$ cat config.mk
export PLATFORM = sky130hd
export DESIGN_NAME = rs_kes_bm_16_8
export DESIGN_NICKNAME = d
export VERILOG_FILES = /design/src/rtl/rs_kes_bm_16_8.sv
export SDC_FILE = /design/constraint.sdc
export NUM_CORES = 2
export LEC_CHECK = 0
export BUFFER_PORTS_ARGS = -buffer_cell sky130_fd_sc_hd__buf_2
export CORE_ASPECT_RATIO = 1.2
export CORE_UTILIZATION = 60
export CTS_CLUSTER_SIZE = 8
export DETAILED_ROUTE_END_ITERATION = 6
export PLACE_DENSITY = 0.8
export SLEW_MARGIN = 15
export SYNTH_ARGS = -nofsm -noshare
export SYNTH_HDL_FRONTEND = slang
export SYNTH_SLANG_ARGS = --single-unit
$ cat constraint.sdc
create_clock -name clk -period 8.3 [get_ports clk]
set_clock_uncertainty 0.2 [all_clocks]
set_input_delay 1.66 -clock clk [delete_from_list [all_inputs] [get_ports clk]]
set_output_delay 1.66 -clock clk [all_outputs]
set_load 0.03 [all_outputs]
$ cat src/rtl/rs_kes_bm_16_8.sv
// rs_kes_bm_16_8: inversionless Berlekamp-Massey key-equation solver, RS(16,8), GF(256)/0x11d, t=4.
// Optional macro RS_KES_ZERO_BYPASS_EN: all-zero syndrome frames skip the iterations.

module gf256mul_dec (
    input  logic [7:0] a,
    input  logic [7:0] b,
    output logic [7:0] p
);
    logic [7:0] aa;

    // shift-and-add product, reduced by x^8 = x^4+x^3+x^2+1
    always_comb begin
        p  = 8'h00;
        aa = a;
        for (int i = 0; i < 8; i++) begin
            if (b[i]) p = p ^ aa;
            aa = {aa[6:0], 1'b0} ^ (aa[7] ? 8'h1d : 8'h00);
        end
    end
endmodule

module rs_kes_bm_16_8 (
    input  logic        clk,
    input  logic        rst_n,
    input  logic        syndrome_val,
    input  logic [63:0] syndrome,
    output logic        kes_busy,
    output logic        kes_val,
    output logic [39:0] sigma,
    output logic [31:0] omega,
    output logic [3:0]  err_deg,
    output logic        no_err,
    output logic        kes_fail
);
    localparam int R_NUM = 8;
    localparam int T     = 4;

    typedef enum logic [1:0] {IDLE, CALC, OMEGA} state_t;

    state_t     state;
    logic [7:0] s       [R_NUM];
    logic [7:0] sig     [9];
    logic [7:0] bb      [9];
    logic [7:0] gamma;
    logic [3:0] len;
    logic [2:0] r;

    logic [7:0] s_term  [9];
    logic [7:0] xb      [9];
    logic [7:0] d_prod  [9];
    logic [7:0] g_sig   [9];
    logic [7:0] d_xb    [9];
    logic [7:0] om_prod [10];
    logic [7:0] om      [T];
    logic [7:0] delta;
    logic [7:0] s_or;
    logic [3:0] idx;
    logic [3:0] deg;
    logic       s_zero;
    logic       upd;
    logic       bypass;

    // syndrome taps S(r-i) for the discrepancy, and x*B
    always_comb begin
        xb[0] = 8'h00;
        for (int i = 1; i < 9; i++) xb[i] = bb[i - 1];
        idx = 4'd0;
        for (int i = 0; i < 9; i++) begin
            idx       = {1'b0, r} - 4'(i);
            s_term[i] = idx[3] ? 8'h00 : s[idx[2:0]];
        end
    end

    for (genvar i = 0; i < 9; i++) begin : g_mul
        gf256mul_dec u_d (.a(sig[i]), .b(s_term[i]), .p(d_prod[i]));
        gf256mul_dec u_g (.a(gamma),  .b(sig[i]),    .p(g_sig[i]));
        gf256mul_dec u_b (.a(delta),  .b(xb[i]),     .p(d_xb[i]));
    end

    for (genvar k = 0; k < T; k++) begin : g_omk
        for (genvar i = 0; i <= k; i++) begin : g_omi
            gf256mul_dec u_o (
                .a(sig[i]),
                .b(s[k - i]),
                .p(om_prod[k * (k + 1) / 2 + i])
            );
        end
    end

    // discrepancy, evaluator, locator degree and zero-syndrome detect
    always_comb begin
        delta = 8'h00;
        for (int i = 0; i < 9; i++) delta = delta ^ d_prod[i];
        for (int k = 0; k < T; k++) begin
            om[k] = 8'h00;
            for (int i = 0; i <= k; i++) om[k] = om[k] ^ om_prod[k * (k + 1) / 2 + i];
        end
        deg = 4'd0;
        for (int i = 0; i < 9; i++) if (sig[i] != 8'h00) deg = 4'(i);
        s_or = 8'h00;
        for (int i = 0; i < R_NUM; i++) s_or = s_or | s[i];
        s_zero = (s_or == 8'h00);
        upd    = (delta != 8'h00) && ({len, 1'b0} <= {2'b00, r});
    end

`ifdef RS_KES_ZERO_BYPASS_EN
    assign bypass = s_zero;
`else
    assign bypass = 1'b0;
`endif

    // control FSM, BM iteration registers and registered results
    always_ff @(posedge clk or negedge rst_n) begin
        if (!rst_n) begin
            state    <= IDLE;
            kes_busy <= 1'b0;
            kes_val  <= 1'b0;
            sigma    <= '0;
            omega    <= '0;
            err_deg  <= '0;
            no_err   <= 1'b0;
            kes_fail <= 1'b0;
            gamma    <= '0;
            len      <= '0;
            r        <= '0;
            for (int i = 0; i < R_NUM; i++) s[i] <= '0;
            for (int i = 0; i < 9; i++) begin
                sig[i] <= '0;
                bb[i]  <= '0;
            end
        end else begin
            kes_val <= 1'b0;
            unique case (state)
                IDLE: begin
                    if (syndrome_val) begin
                        for (int i = 0; i < R_NUM; i++) s[i] <= syndrome[8*i +: 8];
                        for (int i = 0; i < 9; i++) begin
                            sig[i] <= (i == 0) ? 8'h01 : 8'h00;
                            bb[i]  <= (i == 0) ? 8'h01 : 8'h00;
                        end
                        gamma    <= 8'h01;
                        len      <= 4'd0;
                        r        <= 3'd0;
                        kes_busy <= 1'b1;
                        state    <= CALC;
                    end
                end
                CALC: begin
                    if (bypass) begin
                        state <= OMEGA;
                    end else begin
                        for (int i = 0; i < 9; i++) sig[i] <= g_sig[i] ^ d_xb[i];
                        if (upd) begin
                            for (int i = 0; i < 9; i++) bb[i] <= sig[i];
                            len   <= {1'b0, r} + 4'd1 - len;
                            gamma <= delta;
                        end else begin
                            for (int i = 0; i < 9; i++) bb[i] <= xb[i];
                        end
                        r <= r + 3'd1;
                        if (r == 3'd7) state <= OMEGA;
                    end
                end
                OMEGA: begin
                    sigma    <= {sig[4], sig[3], sig[2], sig[1], sig[0]};
                    omega    <= {om[3], om[2], om[1], om[0]};
                    err_deg  <= len;
                    no_err   <= s_zero;
                    kes_fail <= (len > 4'd4) || (deg != len);
                    kes_val  <= 1'b1;
                    kes_busy <= 1'b0;
                    state    <= IDLE;
                end
                default: state <= IDLE;
            endcase
        end
    end
endmodule

# Word level (Yosys, flattened, before mapping)

Index checks and enable logic that the tools add are counted.

Register bits: 297
Latch bits: 0
Bits in writable memories: 0
ROM bits: 0
Input bits: 67
Logic and storage cells: 878
Memories kept: 0

Add/sub/neg operators: 11
$mul: 0
Divide/modulo/power cells: 0
$lt $le $gt $ge: 11
Equality and inequality tests: 7
Shift operators: 0
Multiplexer cells: 426
Bitwise gates (word level): 367
Reduce and logical (&&, ||, !) cells: 20

Operator list:

| operator                                                             | number |
|---|---|
| 8-bit XOR                                                            | 349 |
| 8-bit two-way mux                                                    | 316 |
| 5-bit two-way mux                                                    | 77 |
| 72-bit case mux with 2 select lines                                  | 2 |
| 8-bit binary-select mux with 3-bit select                            | 9 |
| 72-bit two-way mux                                                   | 2 |
| 8-bit nonzero test                                                   | 9 |
| 8-bit bitwise OR                                                     | 7 |
| 4-bit greater-or-equal comparator, second input constant             | 9 |
| 4-bit two-way mux                                                    | 9 |
| 3-bit inverter with 4-bit output                                     | 9 |
| 8-bit case mux with 2 select lines                                   | 1 |
| 3-bit by 3-bit subtractor with 4-bit output, second input constant   | 4 |
| 8-bit by 5-bit XOR with 8-bit output                                 | 2 |
| 8-bit zero test                                                      | 1 |
| 4-bit case mux with 2 select lines                                   | 1 |
| 2-bit AND reduction                                                  | 4 |
| 3-bit by 2-bit subtractor with 4-bit output, second input constant   | 2 |
| 2-bit != test, second input constant                                 | 3 |
| 3-bit case mux with 2 select lines                                   | 1 |
| 5-bit by 3-bit <= comparator with 1-bit output                       | 1 |
| 3-bit by 1-bit adder with 4-bit output, second input constant        | 1 |
| 4-bit by 3-bit > comparator with 1-bit output, second input constant | 1 |
| 2-bit two-way mux                                                    | 2 |
| other kinds (17)                                                     | 20 |

# Logic depth before layout (Yosys ltp)

Depth in word-level cells: 47
Mapped depth: 29
Depth with buffers taken out: 18

# Hierarchy

Synthesis repeated with hierarchy kept, for this count alone.

Cell total of the unflattened synthesis: 8175
Area total of the unflattened synthesis: 62104.6 um^2

By module, submodules not included:

| module         | instances | cells each | area each (um^2) |
|---|---|---|---|
| gf256mul_dec   | 37        | 173        | 1224.9 |
| rs_kes_bm_16_8 | 1         | 1774       | 16782.3 |

# Worst setup path before layout

Ideal clock, no wire load.

Path kind: flip-flop to flip-flop
From: reg r[0]
To: reg sig[37] (netlist name)
Library setup time: 0.141 ns
Data arrival time: 6.197 ns
Required time: 7.959 ns
Slack: 1.762 ns
Stages on the path, launching flop included: 25
Clock period less this slack: 6.538 ns
Cell sequence: dfrtp_1 -> inv_1 -> clkbuf_1 -> clkbuf_1 -> ha_1 -> buf_4 -> buf_4 -> buf_6 -> mux2i_1 -> a22o_1 -> nor3_1 -> mux2_2 -> a22oi_1 -> xnor2_1 -> xnor2_1 -> xnor3_1 -> xnor3_2 -> xor2_4 -> xnor2_1 -> buf_2 -> mux2_2 -> a21oi_1 -> xnor3_1 -> xnor2_1 -> o22ai_1

Cells in the longest elaborated chain, start to end: 46
Elaborated cells on any way between the ends: 225
Those cells by class: 8 x add/sub; 122 x mux; 95 x bitwise

RTL lines:

| item                                                   | RTL line | text |
|---|---|---|
| start, declared                                        | 46       | `logic [2:0] r;` |
| start signal, assigned                                 | 160      | `r <= r + 3'd1;` |
| 3-bit by 1-bit subtractor with 4-bit output            | 69       | `idx = {1'b0, r} - 4'(i);` |
| 3-bit inverter with 4-bit output (implied by the code) | 70       | `s_term[i] = idx[3] ? 8'h00 : s[idx[2:0]];` |
| 8-bit binary-select mux with 3-bit select              | 70       |  |
| 8-bit two-way mux (implied by the code) (2 in a row)   | 70       |  |
| 8-bit two-way mux                                      | 70       |  |
| 8-bit two-way mux                                      | 16       | `if (b[i]) p = p ^ aa;` |
| 8-bit XOR                                              | 16       |  |
| 8-bit two-way mux                                      | 16       |  |
| [... 29 more ...]                                      | n/a      |  |
| 8-bit XOR                                              | 16       |  |
| 8-bit two-way mux                                      | 16       |  |
| 8-bit XOR                                              | 16       |  |
| 8-bit two-way mux                                      | 16       |  |
| 8-bit XOR                                              | 16       |  |
| 8-bit two-way mux (*)                                  | 16       |  |
| 8-bit XOR (*)                                          | 152      | `for (int i = 0; i < 9; i++) sig[i] <= g_sig[i] ^ d_xb[i];` |
| 72-bit case mux with 2 select lines (*)                | 133      | `unique case (state)` |
| end signal, assigned by index                          | 138      | `sig[i] <= (i == 0) ? 8'h01 : 8'h00;` |
| end, declared                                          | 42       | `logic [7:0] sig [9];` |

Mark *: on every way between the ends. The rest lies on a longest branch, timed or not. The select of a mux whose other input is x is not followed.
A chain may end at the register's enable or synchronous reset.

# Worst setup path after layout

From: reg r[0]
To: reg sig[44] (netlist name)

Cells in the longest elaborated chain, start to end: 47
Elaborated cells on any way between the ends: 226
Those cells by class: 8 x add/sub; 123 x mux; 95 x bitwise

RTL lines:

| item                                                   | RTL line |
|---|---|
| 3-bit by 1-bit subtractor with 4-bit output            | 69 |
| 3-bit inverter with 4-bit output (implied by the code) | 70 |
| 8-bit binary-select mux with 3-bit select              | 70 |
| 8-bit two-way mux (implied by the code) (2 in a row)   | 70 |
| 8-bit two-way mux                                      | 70 |
| 8-bit two-way mux                                      | 16 |
| 8-bit XOR                                              | 16 |
| 8-bit two-way mux                                      | 16 |
| [... 30 more ...]                                      | n/a |
| 8-bit XOR                                              | 16 |
| 8-bit two-way mux                                      | 16 |
| 8-bit XOR                                              | 16 |
| 8-bit two-way mux                                      | 16 |
| 8-bit XOR                                              | 16 |
| 8-bit two-way mux (*)                                  | 16 |
| 8-bit XOR (*)                                          | 152 |
| 72-bit case mux with 2 select lines (*)                | 133 |

Marked as above.

==> impl_metrics.tcl <==
set metrics [dict create \
    maxCapViolations 0 \
    dp.cells 7916 \
    rrSetupSlack_ps 480 \
    antenna_found_initial 15 \
    layout-drive-gt1-share 0.0931 \
    multiInputGateArea_mm2 0.0400 \
    arrival_ps 8160 \
    fin_cells 7985 \
    htree_num_levels 2 \
    drtIter0Drc 8812 \
    yosysWarnings 0 \
    max_stage_delay_ps 720 \
    syn_area_mm2 0.0499 \
    synth_nets 7088 \
    hold_viol 0 \
    yosys.area.top_type "xnor2_1" \
    first_global_vias 50411 \
    crit_top_cell "xnor2_1" \
    layout_common_cells "nand2_1 (2277), xnor2_1 (1694), xor2_1 (404), dfrtp_1 (287), buf_4 (271)" \
    crit_type "flop to flop" \
    numClockSinks 297 \
    cts_resized 0 \
    clock_path_buffers 3 \
    gp_congestion 1.13 \
    reg2reg_to "sig[44]" \
    ios 147 \
    tns_ps 0 \
    ys_types 76 \
    avgSynthCellArea_um2 7.12 \
    violations "DRC" \
    fmax_ghz 0.128 \
    rows 115 \
    post_drt_wl_per_cell_um 30.4 \
    cp-start-kind "flop" \
    gr-total-overflow 0 \
    cts_tree "built" \
    grt.total_usage 0.565 \
    synth_area_leaders "xnor2_1 (30%), nand2_1 (17%), dfrtp_1 (15%)" \
    layout_min_cycle_time_ps 7820 \
    layout_commonest_cell "nand2_1" \
    dpl-instance-area_mm2 0.0518 \
    min_path_type "flop to flop" \
    path_max_fanout 35 \
    synthCells 7007 \
    worstSetupStartpoint "r[0]" \
    die_width_um 265 \
    clk_pin_slew_ps 70 \
    viasPerCell 6.64 \
    synth_edf_count 0 \
    hold_ws_ps 271 \
    vias 53053 \
    num-fill-cells 7151 \
    maxSlewHeadroom 0.0456 \
    r2r-start "r[0]" \
    die_h_um 318 \
    async_flop_share 1.00 \
    drc 69 \
    hold_buffers 0 \
    crit_required_ps 8630 \
    insertion_delay_ps 670 \
    final_design_area_no_fill_mm2 0.0531 \
    cp-endpoint "sig[44]" \
    outcome "finished, violations left" \
    wl_um 243000 \
    clockRootBuffer "clkbuf_16" \
    coreArea_mm2 0.0822 \
    synth_seq_cells 297 \
    hpwlAfterDp_um 171000 \
    rsz0062_at_grt "false" \
    setup_viol 0 \
    final_nets 6933 \
    timing.critical_path.cells "inv_1 > ha_4 > mux2i_1 > mux4_2 > nor2_1 > nand2_1 > xnor2_1 > xnor2_1 > xnor2_1 > xor3_1 > xnor3_2 > xor2_2 > buf_4 > nand2b_1 > o21ai_0 > o21a_1 > a221oi_1 > xnor2_1 > o21ai_1" \
    antenna_left 0 \
    synth_ff_type "dfrtp_1" \
    portBuffers 146 \
    end_kind "flop" \
    seq_area_mm2 0.00744 \
    crit_path_top_delay_cell "mux4_2" \
    synth_top_area_frac 0.300 \
    yosysSeqAreaShare 0.149 \
    start_util 0.607 \
    die-area_mm2 0.0843 \
    postCtsSetupRepairBufs 0 \
    fin_crit_sh 0.943 \
    syn2layout_area_growth_pct 6.59 \
    cts_inserted_buffers 44 \
    grt_pass1_wl_um 349000 \
    worst_pin_slew_ps 1420 \
    grt_max_degree 113 \
    maxSlewViolCount 0 \
    drt_first_pass_iters 7 \
    reg2regPathDepth 19 \
]
[sequential cells by signal (all words and copies together) (netlist names)]
name      count
bb           64
err_deg       4
gamma         8
kes_busy      1
kes_fail      1
kes_val       1
len           4
no_err        1
omega        32
r             3
s            64
sig          72
sigma        40
state         2
[critical path, delay by kind of cell (launching register included)]
family	cells	cell delay, ps
xor+xnor	7	2590
mux	2	1150
simple gates	3	1040
compound gates	4	1010
fa+ha+maj	1	680
flops	1	510
buf+inv	2	470
[layer usage]
layer,vias to the layer above,wire length [um],GRT usage
li1,21934,-,-
met1,24512,78500,0.636
met2,4843,99300,0.830
met3,1748,35200,0.199
met4,16,29900,0.529
met5,-,182,0.00575
[cell usage after synthesis, types with 13 or more instances]
library cell / count
o22ai_1: 38
nor2b_1: 43
nand4_1: 44
mux4_2: 43
clkbuf_1: 455
mux2i_1: 172
xnor3_1: 68
o21ai_0: 261
and2_1: 22
nor3_1: 52
a22oi_1: 96
a21oi_1: 84
ha_1: 13
dfrtp_1: 297
o211ai_1: 13
buf_1: 102
nor4_1: 50
a22o_1: 16
a31oi_1: 13
xor2_1: 410
xnor2_1: 1705
buf_2: 42
buf_4: 18
o21ai_1: 46
mux2_2: 35
nor3b_1: 13
nand2_1: 2278
inv_1: 39
nand2b_1: 48
nand3_1: 114
nor2_1: 219
[metrics by stage]
| stage | utilization | setup slack (ps) |
|---|---|---|
| 2_1_floorplan | - | 1760 |
| 3_3_place_gp | 0.631 | 723 |
| 3_5_place_dp | 0.631 | 805 |
| 4_1_cts | 0.646 | 838 |
| 5_1_grt | 0.647 | 378 |
| 6_report | 0.647 | 476 |
[worst min-delay path by stage]
stage	startpoint	end	slack, ps	cells past startpoint
CTS	sigma[27]	sigma[27]	270	2
global route	omega[29]	omega[29]	290	2
global placement	no_err	no_err	250	2
floorplan	len[3]	err_deg[3]	290	2
finish	sigma[27]	sigma[27]	270	2
detailed placement	no_err	no_err	250	2
[area by class of cell]
type,instances,area share
antenna,9,0.000424
clock buffer,52,0.0213
clock inverter,7,0.00217
inverter,42,0.00297
multi-input combinational,6043,0.752
sequential,297,0.140
tap,1111,0.0262
timing repair buffer,424,0.0547
[logic make-up (layout without fill, tap and decap cells)]
kind of cell | count (synthesis) | in the layout | share of synthesized area
and+or+nand+nor | 2928 | 2928 | 0.239
xor gates and xnor gates | 2205 | 2205 | 0.412
buffers and inverters | 667 | 525 | 0.0538
AOI/OAI and AO/OA | 645 | 645 | 0.0801
DFF | 297 | 297 | 0.149
muxes | 251 | 251 | 0.0621
adders and majority gates | 14 | 14 | 0.00366
other | 0 | 9 | 0
Power is not shown: default switching activity piles up to over one toggle a cycle in this logic, so the estimate is an artifact.
